--- config.mk ---
export PLATFORM = sky130hd
export DESIGN_NAME = alu_flag_accum
export DESIGN_NICKNAME = d
export VERILOG_FILES = /design/src/rtl/alu_pkg.sv /design/src/rtl/alu_flag_accum.sv
export SDC_FILE = /design/constraint.sdc
export NUM_CORES = 1
export LEC_CHECK = 0
export ABC_AREA = 1
export BUFFER_PORTS_ARGS = -buffer_cell sky130_fd_sc_hd__buf_2
export CORE_AREA = 3 3 40 42
export CTS_BUF_LIST = sky130_fd_sc_hd__clkbuf_4 sky130_fd_sc_hd__clkbuf_8
export DETAILED_ROUTE_END_ITERATION = 12
export DIE_AREA = 0 0 43 45
export GPL_TIMING_DRIVEN = 0
export PLACE_DENSITY_LB_ADDON = 0.08
export SETUP_SLACK_MARGIN = 0.2
export SYNTH_ARGS = -nofsm -noshare
export SYNTH_HDL_FRONTEND = slang
export SYNTH_SLANG_ARGS = --single-unit
--- constraint.sdc ---
create_clock -name clk -period 3.5 [get_ports clk]
set_input_delay 0.875 -clock clk [delete_from_list [all_inputs] [get_ports clk]]
set_output_delay 0.875 -clock clk [all_outputs]
set_load 0.05 [all_outputs]
--- src/rtl/alu_pkg.sv ---
// Shared ALU definitions: slice geometry, flag bundle and the flag-accumulator state type.
package alu_pkg;

    localparam int SLICE_W = 8;
    localparam int ALU_W   = 128;

    typedef enum logic [1:0] {
        IDLE,
        ACCUM,
        DONE
    } flag_acc_state_t;

    typedef struct packed {
        logic c;
        logic z;
        logic s;
        logic o;
    } alu_flags_t;

endpackage

--- src/rtl/alu_flag_accum.sv ---
// Collects per-slice c/z/s/o flags over NUM_SLICES passes of one 8-bit ALU slice and
// forms the full-width result flags, feeding each slice carry-out back as the next cin.
module alu_flag_accum
    import alu_pkg::*;
#(
    parameter int NUM_SLICES = 16,
    parameter int IDX_W      = $clog2(NUM_SLICES)
) (
    input  logic             clk,
    input  logic             rst,
    input  logic             start,
    input  logic             cin_init,
    input  logic             slice_valid,
    input  logic             slice_c,
    input  logic             slice_z,
    input  logic             slice_s,
    input  logic             slice_o,
    output logic             slice_ready,
    output logic [IDX_W-1:0] slice_idx,
    output logic             carry_to_slice,
    output logic             busy,
    output logic             flags_valid,
    output logic             c_flag,
    output logic             z_flag,
    output logic             s_flag,
    output logic             o_flag
);

    localparam logic [IDX_W-1:0] LAST_IDX = IDX_W'(NUM_SLICES - 1);

    flag_acc_state_t state_q, state_d;
    logic [IDX_W-1:0] idx_q, idx_d;
    logic             carry_q, carry_d;
    logic             z_acc_q, z_acc_d;
    alu_flags_t       flags_q, flags_d;
    logic             xfer;

    // Next-state logic: z accumulates across slices, c/s/o come from the MSB slice only.
    always_comb begin
        state_d = state_q;
        idx_d   = idx_q;
        carry_d = carry_q;
        z_acc_d = z_acc_q;
        flags_d = flags_q;
        xfer    = (state_q == ACCUM) && slice_valid;

        case (state_q)
            IDLE: begin
                if (start) begin
                    state_d = ACCUM;
                    idx_d   = '0;
                    carry_d = cin_init;
                    z_acc_d = 1'b1;
                end
            end
            ACCUM: begin
                if (xfer) begin
                    z_acc_d = z_acc_q & slice_z;
                    carry_d = slice_c;
                    if (idx_q == LAST_IDX) begin
                        flags_d.c = slice_c;
                        flags_d.z = z_acc_q & slice_z;
                        flags_d.s = slice_s;
                        flags_d.o = slice_o;
                        state_d   = DONE;
                        idx_d     = '0;
                    end else begin
                        idx_d = idx_q + IDX_W'(1);
                    end
                end
            end
            DONE: begin
                state_d = IDLE;
            end
            default: begin
                state_d = IDLE;
            end
        endcase
    end

    always_ff @(posedge clk) begin
        if (rst) begin
            state_q <= IDLE;
            idx_q   <= '0;
            carry_q <= 1'b0;
            z_acc_q <= 1'b0;
            flags_q <= '0;
        end else begin
            state_q <= state_d;
            idx_q   <= idx_d;
            carry_q <= carry_d;
            z_acc_q <= z_acc_d;
            flags_q <= flags_d;
        end
    end

    // Carry back to the slice comes straight from the register so the slice sees no
    // combinational loop through its own carry-out.
    assign carry_to_slice = carry_q;
    assign slice_idx      = idx_q;
    assign slice_ready    = (state_q == ACCUM);
    assign busy           = (state_q == ACCUM) || (state_q == DONE);
    assign flags_valid    = (state_q == DONE);
    assign c_flag         = flags_q.c;
    assign z_flag         = flags_q.z;
    assign s_flag         = flags_q.s;
    assign o_flag         = flags_q.o;

endmodule
==> qor.yml, run 1 <==
drt:
  drtIter0Drc: 12
  drc: 0
  wl_per_cell_um: 10.03
  viasPerCell: 4.708
  totalWireLength_um: 1304
  final_antenna_net_count: 0
  num_vias: 612
  firstDrtPassIters: 4
grt:
  grt_pass1_vias: 516
  overflow: 0
  grt_use_total_pct: 14.80
  antenna_found_initial: 0
  grt_pass1_wl_um: 2139
  grt_max_degree: 9
setup_path:
  endpoint: "slice_ready"
  start_kind: "flip-flop"
  worstPathArrival_ns: 1.37
  r2r-start: "state_q[0]$_SDFFE_PP0P_"
  crit_fanout: 8
  regToRegEndpoint: "slice_idx[2]$_SDFFE_PP0P_"
  crit_start: "state_q[1]$_SDFFE_PP0P_"
  worstRegToRegCells: 6
  cp_data_required_time_ns: 2.62
  rrSetupSlack_ns: 1.98
  crit_type: "flip-flop to output port"
  worstSetupEndpointType: "output port"
cells_and_area:
  layout_commonest_cell: "buf_2"
  final_cells: 130
  syn2layout_area_growth_pct: 23.35
  n_antenna_cell: 0
  layout_common_cells: "20 x buf_2, 17 x nand2_1, 14 x inv_1"
  drive_gt1_share_pct: 26.96
  fin_nets: 131
floorplan:
  coreArea_sq_mm: 0.001285
  die_x_um: 43
  die_y_um: 45
  dieArea_sq_mm: 0.001935
  ioPinCount: 21
  initial_utilization_pct: 51.70
  fp-row-count: 13
power:
  ir_drop_mv: 0.5115
  leakage_nw: 0.4321
  power.density_mw_per_mm2: 826.4
synth:
  netlist.area_leader.share_pct: 36.16
  yosysTopAreaCell: "dfxtp_1"
  synth_cell_types: 16
  synth_area_sq_um: 664.4
  synth_seq_cells: 12
  ys_seq_area_share_pct: 36.16
  syn_inst: 91
  syn_avg_cell_area_sq_um: 7.301
  ys.flop_type: "dfxtp_1"
  synth_edf_count: 0
  synth_nets: 106
  synth-warning-count: 0
  ys_async_sr_fraction_pct: 0
  synthTopCellsByArea: "dfxtp_1 36%, ha_1 11%, nand2_1 9.6%, inv_1 7.9%, nor2_1 7.3%"
clock_network:
  cts_max_level: 1
  cts_sinks: 12
  worstSkewPairLatency_ns: 0.27
  root_buffer: "clkbuf_4"
  tritoncts: "yes"
  postCtsSetupBuffers: 0
  cts_made_buffers: 3
  postCtsResizedCells: 0
  clkTransAtPathRegs_ns: 0.07
  hold_buffers: 0
  clockBufferDepth: 2
timing:
  max_slew_margin_pct: 82.62
  period_needed_ns: 2.246
  tightestPinTransition_ns: 0.2601
  skew_ns: 0.003945
  slew_violations: 0
  max_freq_mhz: 445.3
  finalCritPeriodShare_pct: 64.17
  setup_tns_ns: 0
  setup_violations: 0
  hold_violations: 0
  rsz0062_at_grt: "false"
hold_path:
  worstHoldPathType: "flip-flop to flip-flop"
  hp-start: "z_acc_q$_SDFFE_PP0P_"
place:
  io_buffers: 20
  place.gp.congestion: 0.7550
  dpl.hpwl_um: 1031
  dp_cells: 126
flow_run:
  max_cap_violations: 0
outcome:
  status: "finished, final reports clean"
==> logic make-up after synthesis <==
family	after synthesis	synth area share (%)
compound gates	16	12.81
fa+ha+maj	6	11.30
buf+inv	15	8.474
flops	12	36.16
simple gates	42	31.26
==> worst min path at each step <==
stage	end	slack, ns	cells after the start
after CTS	z_acc_q$_SDFFE_PP0P_	0.47	2
after floorplan	z_acc_q$_SDFFE_PP0P_	0.44	2
after global placement	carry_to_slice$_SDFFE_PP0P_	0.45	2
final	z_acc_q$_SDFFE_PP0P_	0.47	2
after global routing	z_acc_q$_SDFFE_PP0P_	0.50	2
after detailed placement	z_acc_q$_SDFFE_PP0P_	0.46	2
==> sequential cells by signal, indices dropped and copies added (netlist names) <==
register        cells
slice_idx           4
state_q             2
c_flag              1
carry_to_slice      1
o_flag              1
s_flag              1
z_acc_q             1
z_flag              1
==> power by group <==
| part | leakage [nW] | internal [mW] | switching (mW) |
|---|---|---|---|
| clock | 0.0210 | 0.0632 | 0.0446 |
| sequential | 0.0977 | 0.163 | 0.0223 |
| combinational | 0.313 | 0.108 | 0.276 |
==> cells in the mapped netlist, types with 2 or more instances <==
| master | number |
|---|---|
| dfxtp_1 | 12 |
| ha_1 | 6 |
| nor2_1 | 13 |
| a21oi_1 | 6 |
| nand3_1 | 4 |
| nand2_1 | 17 |
| o21ai_0 | 8 |
| nor2_4 | 3 |
| inv_1 | 14 |
| nand4_1 | 2 |
==> layer usage <==
| metal | GRT usage, % | vias to the layer above | wire length [um] |
|---|---|---|---|
| met3 | 5.976 | 5 | 90 |
| met5 | 0 | - | 0 |
| li1 | - | 336 | - |
| met4 | 5.422 | 0 | 15 |
| met1 | 16.83 | 255 | 581 |
| met2 | 25.15 | 16 | 615 |
==> metrics by stage <==
stage | instance area, sq um | setup slack, ns | hold slack, ns | util [%] | power, mW
floorplan | 664.4 | 1.637 | 0.4395 | - | 0.5095
global placement | 783.3 | 1.575 | 0.4512 | 60.95 | 0.5672
global route | 819.5 | 1.144 | 0.5012 | 63.78 | 0.7302
detailed placement | 783.3 | 1.540 | 0.4632 | 60.95 | 0.5749
finish | 819.5 | 1.254 | 0.4681 | 63.78 | 0.6772
CTS | 819.5 | 1.233 | 0.4740 | 63.78 | 0.6847
==> critical path: stages, from the launching register on <==
cell and delay [ns]:
dfxtp_1 0.33, inv_1 0.13, ha_1 0.32, buf_2 0.32
==> layout make-up <==
type / count / area, sq um
fillers: 131 / 465.4
multi-input cells: 64 / 367.9
flip-flops and latches: 12 / 240.2
repair buffers: 20 / 100.1
inverters: 15 / 56.30
clock buffers: 4 / 36.28
well taps: 15 / 18.77
(Power assumes the default switching activity.)
==> inputs of run 2 (changes only) <==
--- a/config.mk
+++ b/config.mk
@@ -5,12 +5,12 @@
 export SDC_FILE = /design/constraint.sdc
 export NUM_CORES = 1
 export LEC_CHECK = 0
-export ABC_AREA = 1
+export ABC_AREA = 0
 export BUFFER_PORTS_ARGS = -buffer_cell sky130_fd_sc_hd__buf_2
-export CORE_AREA = 3 3 40 42
+export CORE_MARGIN = 3
+export CORE_UTILIZATION = 47
 export CTS_BUF_LIST = sky130_fd_sc_hd__clkbuf_4 sky130_fd_sc_hd__clkbuf_8
 export DETAILED_ROUTE_END_ITERATION = 12
-export DIE_AREA = 0 0 43 45
 export GPL_TIMING_DRIVEN = 0
 export PLACE_DENSITY_LB_ADDON = 0.08
 export SETUP_SLACK_MARGIN = 0.2
==> constraint.sdc (replaced) <==
create_clock -name clk -period 2 [get_ports clk]
set_input_delay 0.5 -clock clk [delete_from_list [all_inputs] [get_ports clk]]
set_output_delay 0.5 -clock clk [all_outputs]
set_load 0.05 [all_outputs]
==> qor.yml, run 2 <==
timing:
  setup_ws_ns: 0.2091
  skew_ns: 0.006343
  rsz0062_at_grt: "true"
  setup_violations: 0
  period_needed_ns: 1.791
  max_slew_margin_pct: 82.06
  tightestPinTransition_ns: 0.2666
  hold_violations: 0
  slew_violations: 0
  setup_tns_ns: 0
  max_freq_mhz: 558.4
  finalCritPeriodShare_pct: 89.54
floorplan:
  die_x_um: 44.96
  die_y_um: 44.96
  ioPinCount: 21
  fp-row-count: 13
  coreArea_sq_mm: 0.001366
  initial_utilization_pct: 52.20
  dieArea_sq_mm: 0.002021
setup_path:
  crit_fanout: 6
  cp_slowest_cell: "dfxtp_1"
  crit_type: "flip-flop to output port"
  worstPathArrival_ns: 1.29
  cp_data_required_time_ns: 1.50
  worstSetupEndpointType: "output port"
  crit_chain: "inv_1 > ha_1 > buf_4"
  start_kind: "flip-flop"
  cp_slowest_stage_delay_ns: 0.33
cells_and_area:
  fillCellCount: 128
  syn2layout_area_growth_pct: 21.93
  drive_gt1_share_pct: 35.92
  fin_area_sq_um: 869.6
  layout_common_cells: "19 x buf_2, 11 x dfxtp_1, 7 x a21oi_1"
  utilization_pct: 63.64
  fin_nets: 119
  multi_input_area_sq_um: 436.7
  layout_commonest_cell: "buf_2"
  final_cells: 118
  seq_area_sq_um: 241.5
  n_antenna_cell: 0
  largest_reg_flops: 4
drt:
  totalWireLength_um: 1498
  viasPerCell: 5.695
  firstDrtPassIters: 4
  wl_per_cell_um: 12.69
  drc: 0
  final_antenna_net_count: 0
  drtIter0Drc: 28
  num_vias: 672
grt:
  overflow: 0
  antenna_found_initial: 0
  grt_use_total_pct: 16.83
  grt_pass1_vias: 580
  grt_pass1_wl_um: 2518
  grt_max_degree: 11
place:
  placed_area_sq_um: 827.0
  io_buffers: 19
  dpl_worst_slack_ns: 0.4329
  dp_cells: 114
  place.gp.congestion: 0.7846
  dpl.hpwl_um: 1141
clock_network:
  cts_sinks: 12
  cts_max_level: 1
  clkTransAtPathRegs_ns: 0.08
  root_buffer: "clkbuf_4"
  worstSkewPairLatency_ns: 0.28
  tritoncts: "yes"
  clockBufferDepth: 2
  cts_made_buffers: 3
power:
  power.density_mw_per_mm2: 1213
  ir_drop_mv: 0.8811
  leakage_nw: 0.3811
synth:
  synth_cell_types: 31
  syn_inst: 80
  synth_seq_cells: 12
  syn_avg_cell_area_sq_um: 8.915
  synth-warning-count: 0
  ys_seq_area_share_pct: 33.68
  synth_area_sq_um: 713.2
  synth_edf_count: 0
  ys_async_sr_fraction_pct: 0
  netlist.area_leader.share_pct: 33.68
  yosys-top-cells-count: "12 x dfxtp_1, 7 x a21oi_1, 6 x ha_1"
  yosysMostFrequentCell: "dfxtp_1"
  synth_nets: 95
  yosysTopAreaCell: "dfxtp_1"
  synthTopCellsByArea: "dfxtp_1 34%, ha_1 11%, a21oi_1 4.9%, nand4_1 4.4%, o21ai_0 3.5%"
  ys.flop_type: "dfxtp_1"
outcome:
  status: "finished, final reports clean"
flow_run:
  max_cap_violations: 0
hold_path:
  worstHoldPathType: "primary input to flip-flop"
==> run 2: cell count changes in the layout (fill, tap and decap cells not counted), sizes merged, moves of 3 or more <==
| cell | previous run | this run |
|---|---|---|
| nand2 | 18 | 5 |
| nor2b | 0 | 4 |
| nor2 | 16 | 1 |
| o31ai | 0 | 3 |
| o21ai | 9 | 5 |
| inv | 15 | 4 |
| nand4 | 2 | 5 |
==> run 2: logic make-up after synthesis <==
group | after synthesis | share of synthesized area (%)
mux | 3 | 4.386
compound gates | 22 | 20.53
buf+inv | 7 | 5.087
simple gates | 30 | 25.79
fa+ha+maj | 6 | 10.53
flops | 12 | 33.68
==> run 2: critical path, delay by kind of cell (launching register included) <==
kind | cells | cell delay [ns]
buffers and inverters | 2 | 0.37
adders and majority gates | 1 | 0.32
DFF | 1 | 0.33
==> run 2: final cells by class <==
type | count | area share, %
Inverter | 4 | 1.727
Tap cell | 15 | 2.158
Clock buffer | 4 | 4.173
Sequential cell | 12 | 27.77
Buffer | 3 | 2.446
Timing Repair Buffer | 19 | 11.51
Multi-Input combinational cell | 61 | 50.22
==> run 2: path summary, 6_finish.rpt <==
path	from	end	slack [ns]	cells after the start
setup reg to reg	state_q[1]$_SDFFE_PP0P_	carry_to_slice$_SDFFE_PP0P_	0.45	6
setup / recovery	state_q[1]$_SDFFE_PP0P_	slice_ready	0.21	3
hold reg to reg	state_q[0]$_SDFFE_PP0P_	state_q[0]$_SDFFE_PP0P_	0.49	2
hold / removal	slice_o	o_flag$_SDFFE_PP0P_	0.47	3
==> run 2: metrics by stage <==
step	hold slack, ns	power, mW
2_1_floorplan	0.4515	0.7559
3_3_place_gp	0.4581	0.8434
3_5_place_dp	0.4690	0.8442
4_1_cts	0.4693	1.046
5_1_grt	0.4698	1.135
6_report	0.4661	1.055
==> run 2: layer usage <==
layer	vias to the layer above	global-route usage [%]	share of wire, %
met5	-	0	0
met4	0	8.772	2.2
met3	5	3.586	7.5
met2	29	22.88	43
met1	293	24.46	47
li1	345	-	-
==> run 2: report_power, final <==
part	internal, mW	switching [mW]	leakage [nW]
Combinational	0.189	0.364	0.262
Clock	0.111	0.0867	0.0210
Sequential	0.276	0.0280	0.0979
Total	0.577	0.479	0.381
==> run 2: timing repair <==
item                       in CTS  in global routing
gates resized for setup         1                  2
hold buffers                    0                  0
setup endpoints to repair       1                  2
buffers inserted                0                  0
